## src/rtl/pipe_excp_ctrl_pkg.sv

```systemverilog
// Shared constants for the OpenMIPS pipeline sequencer: exception codes, stall masks,
// CP0 Status/Cause bit positions and the controller state encoding.
package pipe_excp_ctrl_pkg;

    localparam logic [31:0] EXC_NONE    = 32'h0000_0000;
    localparam logic [31:0] EXC_INTR    = 32'h0000_0001;
    localparam logic [31:0] EXC_SYSCALL = 32'h0000_0008;
    localparam logic [31:0] EXC_INVALID = 32'h0000_000A;
    localparam logic [31:0] EXC_TRAP    = 32'h0000_000C;
    localparam logic [31:0] EXC_OV      = 32'h0000_000D;
    localparam logic [31:0] EXC_ERET    = 32'h0000_000E;

    localparam logic [5:0] STALL_NONE = 6'b000000;
    localparam logic [5:0] STALL_ID   = 6'b000111;
    localparam logic [5:0] STALL_EX   = 6'b001111;
    localparam logic [5:0] STALL_MEM  = 6'b011111;
    localparam logic [5:0] STALL_ALL  = 6'b111111;

    localparam int STATUS_IE    = 0;
    localparam int STATUS_EXL   = 1;
    localparam int STATUS_BEV   = 22;
    localparam int STATUS_IM_LO = 8;
    localparam int STATUS_IM_HI = 15;
    localparam int CAUSE_IP_LO  = 8;
    localparam int CAUSE_IP_HI  = 15;

    localparam logic [31:0] BEV_EXC_VEC = 32'hBFC0_0380;

    typedef enum logic [1:0] {
        ST_RUN   = 2'd0,
        ST_FLUSH = 2'd1,
        ST_GUARD = 2'd2
    } state_e;

    // Synchronous exception codes the MEM stage may raise; anything else is ignored.
    function automatic logic is_sync_excp(input logic [31:0] code);
        return (code == EXC_SYSCALL) || (code == EXC_INVALID) || (code == EXC_TRAP) ||
               (code == EXC_OV) || (code == EXC_ERET);
    endfunction

endpackage

```

## src/rtl/pipe_excp_ctrl_stall_enc.sv

```systemverilog
// Priority encoder turning per-stage stall requests into the 6-bit pipeline stall vector.
// The oldest requesting stage wins because it freezes everything upstream of it.
module pipe_stall_enc
    import pipe_excp_ctrl_pkg::*;
(
    input  logic       stallreq_id_i,
    input  logic       stallreq_ex_i,
    input  logic       stallreq_mem_i,
    output logic [5:0] stall_o
);

    always_comb begin
        stall_o = STALL_NONE;
        if (stallreq_mem_i) begin
            stall_o = STALL_MEM;
        end else if (stallreq_ex_i) begin
            stall_o = STALL_EX;
        end else if (stallreq_id_i) begin
            stall_o = STALL_ID;
        end
    end

endmodule

```

## src/rtl/pipe_excp_ctrl.sv

```systemverilog
// Exception/interrupt sequencer: commits one exception to CP0, then pulses a flush with redirect PC.
// Optional macro PIPE_EXCP_CTRL_BEV_EN selects the bootstrap vector when Status.BEV is set.
//
// state    | meaning
// ---------+-------------------------------------------------------------
// ST_RUN   | normal flow; arbitration of interrupts vs MEM exceptions
// ST_FLUSH | one-cycle flush pulse, new_pc_o carries the redirect target
// ST_GUARD | exceptions masked until the guard counter expires
module pipe_excp_ctrl
    import pipe_excp_ctrl_pkg::*;
#(
    parameter logic [31:0] EXC_VEC      = 32'h0000_0020,
    parameter int unsigned GUARD_CYCLES = 2
) (
    input  logic        clk,
    input  logic        rst_n,
    input  logic        stallreq_id_i,
    input  logic        stallreq_ex_i,
    input  logic        stallreq_mem_i,
    input  logic [31:0] excp_type_i,
    input  logic        inst_valid_i,
    input  logic [31:0] cp0_status_i,
    input  logic [31:0] cp0_cause_i,
    input  logic [31:0] cp0_epc_i,
    output logic [31:0] excp_type_o,
    output logic [5:0]  stall_o,
    output logic        flush_o,
    output logic [31:0] new_pc_o
);

    localparam logic [3:0] GUARD_LOAD = 4'(GUARD_CYCLES - 1);

    state_e      state_q, state_d;
    logic [3:0]  guard_cnt_q, guard_cnt_d;
    logic        flush_q, flush_d;
    logic [31:0] new_pc_q, new_pc_d;

    logic        intr_pend;
    logic [31:0] arb_code;
    logic [31:0] target;
    logic [5:0]  enc_stall;
    logic        unused_cp0;

    pipe_stall_enc u_stall_enc (
        .stallreq_id_i  (stallreq_id_i),
        .stallreq_ex_i  (stallreq_ex_i),
        .stallreq_mem_i (stallreq_mem_i),
        .stall_o        (enc_stall)
    );

    assign intr_pend = cp0_status_i[STATUS_IE] & ~cp0_status_i[STATUS_EXL] &
                       (|(cp0_cause_i[CAUSE_IP_HI:CAUSE_IP_LO] &
                          cp0_status_i[STATUS_IM_HI:STATUS_IM_LO]));

    assign unused_cp0 = ^{cp0_status_i, cp0_cause_i};

    // An interrupt is only taken against a real instruction so EPC points somewhere meaningful.
    always_comb begin
        arb_code = EXC_NONE;
        if (intr_pend && inst_valid_i) begin
            arb_code = EXC_INTR;
        end else if (is_sync_excp(excp_type_i)) begin
            arb_code = excp_type_i;
        end
    end

    always_comb begin
        target = EXC_VEC;
        if (arb_code == EXC_ERET) begin
            target = cp0_epc_i;
        end
`ifdef PIPE_EXCP_CTRL_BEV_EN
        else if (cp0_status_i[STATUS_BEV]) begin
            target = BEV_EXC_VEC;
        end
`endif
    end

    always_comb begin
        state_d     = state_q;
        guard_cnt_d = guard_cnt_q;
        flush_d     = 1'b0;
        new_pc_d    = new_pc_q;
        excp_type_o = EXC_NONE;
        stall_o     = enc_stall;

        case (state_q)
            ST_RUN: begin
                if (arb_code != EXC_NONE) begin
                    excp_type_o = arb_code;
                    stall_o     = STALL_ALL;
                    new_pc_d    = target;
                    flush_d     = 1'b1;
                    state_d     = ST_FLUSH;
                end
            end
            ST_FLUSH: begin
                stall_o     = STALL_NONE;
                guard_cnt_d = GUARD_LOAD;
                state_d     = ST_GUARD;
            end
            ST_GUARD: begin
                // A frozen MEM stage must not let the guard window run out.
                if (!enc_stall[4]) begin
                    if (guard_cnt_q == 4'd0) begin
                        state_d = ST_RUN;
                    end else begin
                        guard_cnt_d = guard_cnt_q - 4'd1;
                    end
                end
            end
            default: begin
                state_d = ST_RUN;
            end
        endcase

        if (!rst_n) begin
            excp_type_o = EXC_NONE;
            stall_o     = STALL_NONE;
        end
    end

    always_ff @(posedge clk or negedge rst_n) begin
        if (!rst_n) begin
            state_q     <= ST_RUN;
            guard_cnt_q <= 4'd0;
            flush_q     <= 1'b0;
            new_pc_q    <= 32'h0000_0000;
        end else begin
            state_q     <= state_d;
            guard_cnt_q <= guard_cnt_d;
            flush_q     <= flush_d;
            new_pc_q    <= new_pc_d;
        end
    end

    assign flush_o  = flush_q;
    assign new_pc_o = new_pc_q;

endmodule

```

## config.mk

```make
export PLATFORM = sky130hd
export DESIGN_NAME = pipe_excp_ctrl
export DESIGN_NICKNAME = d
export VERILOG_FILES = /design/src/rtl/pipe_excp_ctrl_pkg.sv /design/src/rtl/pipe_excp_ctrl_stall_enc.sv /design/src/rtl/pipe_excp_ctrl.sv
export SDC_FILE = /design/constraint.sdc
export NUM_CORES = 1
export LEC_CHECK = 0
export ABC_CLOCK_PERIOD_IN_PS = 2440
export CORE_ASPECT_RATIO = 2
export CORE_MARGIN = 3
export CORE_UTILIZATION = 30
export CTS_CLUSTER_SIZE = 24
export DETAILED_ROUTE_END_ITERATION = 12
export GPL_TIMING_DRIVEN = 0
export PLACE_DENSITY_LB_ADDON = 0.15
export RECOVER_POWER = 50
export SKIP_CTS_REPAIR_TIMING = 1
export SLEW_MARGIN = 20
export SYNTH_ARGS = -nofsm -noshare
export SYNTH_HDL_FRONTEND = slang
export SYNTH_HIERARCHICAL = 1
export SYNTH_SLANG_ARGS = --single-unit
```

## constraint.sdc

```tcl
create_clock -name clk -period 2.44 [get_ports clk]
set_input_delay 0.488 -clock clk [delete_from_list [all_inputs] [get_ports clk]]
set_output_delay 0.488 -clock clk [all_outputs]
set_load 0.005 [all_outputs]
```

==> impl_metrics.env, run 1 <==
export IMPL_outcome="finished, violations left"
export IMPL_violations="setup timing"
export IMPL_core_rowCount=42
export IMPL_yosys_area_share_simple_pct=11.6
export IMPL_cts_path_max_buffers=2
export IMPL_synth_xor_area_share_pct=0.846
export IMPL_seqPwrFrac_pct=39.6
export IMPL_synth_cell_types=38
export IMPL_path_clk_slew_ns=0.06
export IMPL_drt_iter0_drc=60
export IMPL_ant_nets=0
export IMPL_cts_root_buf="clkbuf_16"
export IMPL_synthAdderAreaFrac_pct=0.605
export IMPL_clock_sinks=39
export IMPL_yosys_register_bits=39
export IMPL_crit_start="excp_type_i[6]"
export IMPL_drc_errors=0
export IMPL_min_period_ns=2.65
export IMPL_drive_above_1_share_pct=29.7
export IMPL_numCtsBuffers=5
export IMPL_timing_final_crit_share_pct=108
export IMPL_num_vias=1943
export IMPL_cp_slowest_cell="a2111oi_4"
export IMPL_viasPerCell=4.40
export IMPL_clk_latency_ns=0.28
export IMPL_ios=205
export IMPL_post_place_ws_ns=-0.972
export IMPL_core_area_um2=6670
export IMPL_fin_tns_setup_ns=-1.38
export IMPL_die_h_um=123
export IMPL_hold_class="in -> async"
export IMPL_grt_pass1_wl_um=9050
export IMPL_synth_common_cells="dfrtp_1, buf_4, a22o_1"
export IMPL_crit_family="compound AO/OA/AOI/OAI gates"
export IMPL_hpwl_um=4880
export IMPL_portBuffers=130
export IMPL_syn_avg_cell_area_um2=11.4
export IMPL_finalNonFillerCells=442
export IMPL_criticalPathCategory="in -> out"
export IMPL_yosys_mux_area_fraction_pct=0
export IMPL_routed_wl_um=5970
export IMPL_yosys_area_top_type_share_pct=47.2
export IMPL_gp_congestion=0.673
export IMPL_grt_pass1_vias=1915
export IMPL_slowest_delay_ns=0.44
export IMPL_area_growth_pct=92.0
export IMPL_nNetsFinal=488
export IMPL_synth_cells=181
export IMPL_die_area_um2=7990
export IMPL_switching_power_uw=472
export IMPL_fin_skew_ns=0.00535
export IMPL_stdcell_area_um2=3970
export IMPL_synth_most_common_cell="dfrtp_1"
export IMPL_cp_max_fo=6
export IMPL_antenna_found_initial=0
export IMPL_r2r_start="guard_cnt_q[0]"
export IMPL_seq_area_frac_synth_pct=47.2
export IMPL_synth_edf_count=0
export IMPL_peakVddDrop_v=0.000268
export IMPL_drv_cap=0
export IMPL_p_int_uw=1390
export IMPL_synth_compound_area_share_pct=20.7
export IMPL_grt_use_total_pct=14.6
export IMPL_die_w_um=64.7
export IMPL_ys_warn_count=6
export IMPL_start_util_pct=31.0
export IMPL_netlist_top_cells_area="dfrtp_1, a22o_1, buf_4"
export IMPL_antennaDiodeCount=0
export IMPL_fmax_mhz=378
export IMPL_grt_overflow_total=0
export IMPL_crit_path_end_kind="output pin"
export IMPL_htree_levels=2
export IMPL_finalHoldViolCount=0
export IMPL_synth_top_family_by_area="compound AO/OA/AOI/OAI gates"
export IMPL_cts_tree="yes"
export IMPL_placed_area_um2=3600
export IMPL_first_pass_iters=4
export IMPL_async_flop_share_pct=100
export IMPL_post_drt_wl_per_cell_um=13.5
export IMPL_clkPwrFrac_pct=36.6
export IMPL_pwr_share_comb_pct=23.8
export IMPL_total_leakage_power_uw=0.00212
export IMPL_path_cells="buf_6 -> nor4_4 -> nand4_1 -> a2111oi_4 -> buf_4 -> o21bai_4 -> a21oi_2 -> buf_2"
export IMPL_finalSetupViolations=9
export IMPL_rsz0062_at_grt="true"
export IMPL_power_density_nw_per_um2=470
export IMPL_dpl_cell_count=427
export IMPL_worst_slack_ns=-0.206
export IMPL_start_kind="input port"
export IMPL_synth_area_um2=2070
export IMPL_crit_arrival_ns=2.16
export IMPL_synth_largest_area_cell="dfrtp_1"
export IMPL_sw_frac_of_total_pct=25.3
export IMPL_final_max_slew_viol_count=0
export IMPL_synthFlopType="dfrtp_1"
export IMPL_grt_max_degree=26
export IMPL_crit_buf_inv=3
export IMPL_required_ns=1.95
cells by family (layout without fill, tap and decap cells):
| family | Yosys count | after routing |
|---|---|---|
| other cells | 2 | 29 |
| simple gates | 36 | 36 |
| fa+ha+maj | 1 | 1 |
| xor+xnor | 2 | 2 |
| flops | 39 | 39 |
| compound gates | 51 | 51 |
| buf+inv | 50 | 196 |
state kept, by name, indices dropped and copies added, names as in the netlist:
register	count
state_q	2
new_pc_o	32
guard_cnt_q	4
flush_o	1
per-stage QoR:
stage / power (uW) / util (%) / hold slack, ns
after floorplan: 944 / - / 0.192
final: 1870 / 59.5 / 0.140
after detailed placement: 1180 / 54.0 / 0.454
after CTS: 1880 / 56.4 / 0.146
after global routing: 1980 / 59.5 / 0.166
after global placement: 1170 / 53.7 / 0.487
placed cells by master, fill, tap and decap left out, types with 3 or more instances in the layout:
cell type and instances:
clkdlybuf4s50_1 74, nand2_1 3, clkbuf_2 8, nor2_1 3
clkbuf_16 5, a22o_1 29, conb_1 29, nor4_2 3
buf_4 38, buf_12 3, dfrtp_1 39, a21oi_2 7
buf_6 9, inv_1 11, buf_2 9, dlymetal6s2s_1 35
power by group through the flow:
| stage | clock (uW) | combinational [uW] | sequential, uW |
|---|---|---|---|
| finish | 684 | 444 | 739 |
| global route | 733 | 497 | 747 |
| CTS | 709 | 436 | 739 |
| detailed placement | 0 | 434 | 750 |
| global placement | 0 | 423 | 748 |
| floorplan | 0 | 205 | 740 |
per-layer routing:
metal	routed length (um)	up-vias	share of wire [%]	global-route usage (%)
met1	2040	877	34	14.8
li1	-	939	-	-
met3	635	7	11	5.00
met2	3190	120	53	26.3
met4	101	0	1.7	6.36
met5	0	-	0	0
final timing paths:
| path | endpoint | slack [ns] | depth (start not counted) |
|---|---|---|---|
| max in group asynchronous | new_pc_o[27] | 1.83 | 2 |
| worst min register to register | new_pc_o[12] | 0.50 | 1 |
| worst min-delay path | new_pc_o[12] | 0.14 | 1 |
| worst max-delay path | stall_o[3] | -0.21 | 8 |
| min in group clk | new_pc_o[12] | 0.50 | 1 |
| worst max register to register | guard_cnt_q[3] | 0.69 | 7 |
area by class of cell:
type,count,area [um^2]
Clock buffer,7,153
Clock inverter,1,7.51
Multi-Input combinational cell,119,948
Buffer,39,345
Fill cell,590,2700
Sequential cell,39,976
Timing Repair Buffer,138,1390
Tap cell,88,110
Inverter,11,41.3
(Power assumes the default switching activity.)
==> run 2: changes to the inputs <==
--- a/config.mk
+++ b/config.mk
@@ -8,7 +8,7 @@
 export ABC_CLOCK_PERIOD_IN_PS = 2440
 export CORE_ASPECT_RATIO = 2
 export CORE_MARGIN = 3
-export CORE_UTILIZATION = 30
+export CORE_UTILIZATION = 29
 export CTS_CLUSTER_SIZE = 24
 export DETAILED_ROUTE_END_ITERATION = 12
 export GPL_TIMING_DRIVEN = 0
@@ -18,5 +18,4 @@
 export SLEW_MARGIN = 20
 export SYNTH_ARGS = -nofsm -noshare
 export SYNTH_HDL_FRONTEND = slang
-export SYNTH_HIERARCHICAL = 1
 export SYNTH_SLANG_ARGS = --single-unit
==> run 2 against run 1 <==
The flow still finishes with violations (setup timing). Total power decreased by 0.31%. Final cell count decreased by 0.90%. Clock power decreased by 2%. First-iteration DRC count decreased by 3.3%. Sequential power about the same. Synthesized cell count decreased by 2.2%. Utilization increased by 0.33 points. Via count increased by 0.87%. Setup slack improved by 0.097 ns. Flip-flop and latch count unchanged. Register-to-register slack improved by 0.05 ns. Sequential share of layout area increased by 0.66 points. Critical path type unchanged. Highest routed layer unchanged.
==> impl_metrics.env, run 2 <==
export IMPL_yosys_register_bits=39
export IMPL_synth_most_common_cell="dfrtp_1"
export IMPL_min_period_ns=2.55
export IMPL_start_util_pct=30.4
export IMPL_syn_avg_cell_area_um2=11.1
export IMPL_post_drt_wl_per_cell_um=13.9
export IMPL_worst_path_stages=10
export IMPL_maxSlewHeadroom_pct=60.6
export IMPL_die_h_um=123
export IMPL_cp_endpoint="stall_o[2]"
export IMPL_drt_iter0_drc=58
export IMPL_finalHoldViolCount=0
export IMPL_num_vias=1960
export IMPL_cp_max_fo=5
export IMPL_async_flop_share_pct=100
export IMPL_final_max_slew_viol_count=0
export IMPL_synth_area_um2=1970
export IMPL_seqPwrFrac_pct=39.6
export IMPL_ant_nets=0
export IMPL_die_area_um2=7870
export IMPL_nNetsFinal=486
export IMPL_mostFrequentLayoutCell="clkdlybuf4s50_1"
export IMPL_power_density_nw_per_um2=481
export IMPL_core_area_um2=6460
export IMPL_htree_levels=2
export IMPL_p_int_uw=1400
export IMPL_start_kind="input port"
export IMPL_fmax_mhz=392
export IMPL_core_rowCount=41
export IMPL_grt_max_degree=30
export IMPL_grt_overflow_total=0
export IMPL_sw_frac_of_total_pct=24.9
export IMPL_drv_cap=0
export IMPL_crit_top_cell="buf_6"
export IMPL_first_pass_iters=4
export IMPL_switching_power_uw=463
export IMPL_clkPwrFrac_pct=36.1
export IMPL_r2r_start="guard_cnt_q[0]"
export IMPL_required_ns=1.95
export IMPL_crit_start="excp_type_i[22]"
export IMPL_largest_reg_flops=32
export IMPL_yosys_area_top_type_share_pct=49.6
export IMPL_synth_edf_count=0
export IMPL_numCtsBuffers=5
export IMPL_ios=205
export IMPL_finalPower_uw=1860
export IMPL_cts_tree="yes"
export IMPL_rr_worst_depth=7
export IMPL_violations="setup timing"
export IMPL_path_cells="buf_6 -> nor4_4 -> nand4_1 -> nor3_4 -> buf_6 -> o21bai_4 -> a21oi_4 -> buf_6 -> buf_6 -> buf_6"
export IMPL_grt_use_total_pct=13.8
export IMPL_netlist_top_cells_area="dfrtp_1, a22o_1, buf_4"
export IMPL_gp_congestion=0.721
export IMPL_tightest_slew_ns=0.584
export IMPL_clk_latency_ns=0.28
export IMPL_crit_family="simple AND/OR/NAND/NOR gates"
export IMPL_hpwl_um=4680
export IMPL_peakVddDrop_v=0.000238
export IMPL_fin_skew_ns=0.00247
export IMPL_r2r_slack_ns=0.74
export IMPL_synth_common_cells="dfrtp_1, a22o_1, buf_4"
export IMPL_finalSetupViolations=8
export IMPL_crit_path_end_kind="output pin"
export IMPL_antenna_found_initial=0
export IMPL_die_w_um=64.3
export IMPL_viasPerCell=4.47
export IMPL_crit_buf_inv=5
export IMPL_layout_common_cells="clkdlybuf4s50_1, dfrtp_1, buf_4"
export IMPL_routed_wl_um=6080
export IMPL_portBuffers=130
export IMPL_synth_cells=177
export IMPL_timing_final_crit_share_pct=104
export IMPL_synth_cell_types=31
export IMPL_post_route_util_pct=59.9
export IMPL_drc_errors=0
export IMPL_ys_warn_count=0
export IMPL_cts_root_buf="clkbuf_16"
export IMPL_drive_above_1_share_pct=29.5
export IMPL_slowest_delay_ns=0.28
export IMPL_grt_pass1_vias=1835
export IMPL_post_place_ws_ns=-0.890
export IMPL_grt_pass1_wl_um=8470
export IMPL_synth_largest_area_cell="dfrtp_1"
export IMPL_crit_arrival_ns=2.06
export IMPL_seq_area_frac_synth_pct=49.6
export IMPL_pwr_share_comb_pct=24.3
export IMPL_hold_class="in -> async"
export IMPL_cp_slowest_cell="nor3_4"
export IMPL_total_leakage_power_uw=0.00212
export IMPL_worst_slack_ns=-0.109
export IMPL_criticalPathCategory="in -> out"
export IMPL_synthFlopType="dfrtp_1"
export IMPL_area_growth_pct=96.6
export IMPL_cts_path_max_buffers=2
export IMPL_path_clk_slew_ns=0.06
export IMPL_timing_rr_end="guard_cnt_q[3]"
export IMPL_outcome="finished, violations left"
export IMPL_antennaDiodeCount=0
export IMPL_rsz0062_at_grt="true"
export IMPL_clock_sinks=39
run 2: cell count changes after synthesis, moves of 3 or more:
| cell | change |
|---|---|
| a22o_1 | +4 |
| a22oi_1 | -4 |
| buf_12 | -3 |
| buf_2 | +3 |
| inv_1 | -4 |
| nor2_1 | +7 |
run 2: layer usage:
layer  track usage (%)  part of all wire (%)
met5                 0                     0
met4              5.17                   1.3
met3              4.12                   9.4
met2              25.1                    54
met1              14.6                    35
run 2: how the worst min path moves through the flow:
stage | from | end | slack [ns] | cells after the start
floorplan | rst_n | flush_o | 0.19 | 0
global placement | new_pc_o[3] | new_pc_o[3] | 0.49 | 1
detailed placement | rst_n | new_pc_o[22] | 0.40 | 1
CTS | rst_n | new_pc_o[22] | 0.10 | 1
global route | rst_n | new_pc_o[22] | 0.10 | 1
finish | rst_n | new_pc_o[22] | 0.09 | 1
run 2: power by group through the flow:
stage	combinational [uW]	clock, uW	sequential (uW)
CTS	431	695	735
floorplan	203	0	738
global route	497	723	742
global placement	422	0	746
finish	452	672	737
detailed placement	430	0	746
run 2: kinds of logic (layout without fill, tap and decap cells):
group / Yosys count / after routing / share of synthesized area [%]
flip-flops: 39 / 39 / 49.6
other: 1 / 28 / 0.191
AND/OR/NAND/NOR: 41 / 41 / 12.3
XOR/XNOR: 2 / 2 / 0.890
adder cells (fa/ha/maj): 1 / 1 / 0.636
buffers and inverters: 43 / 191 / 15.3
AO/OA/AOI/OAI: 50 / 50 / 21.2
run 2: metrics by stage:
stage,area [um^2],cells,TNS (ns),hold slack (ns)
CTS,3650,429,-7.72,0.100
floorplan,2070,204,0,0.192
finish,3870,438,-0.559,0.0938
detailed placement,3490,421,-12.12,0.399
global placement,3480,420,-27.55,0.487
global route,3870,438,-1.06,0.104
run 2: area by class of cell:
class	instances	area, um^2
buffer	36	278
clock buffer	8	156
fill	585	2590
inverter	7	26.3
multi-input combinational	122	942
sequential	39	976
tap	86	108
timing repair buffer	140	1380
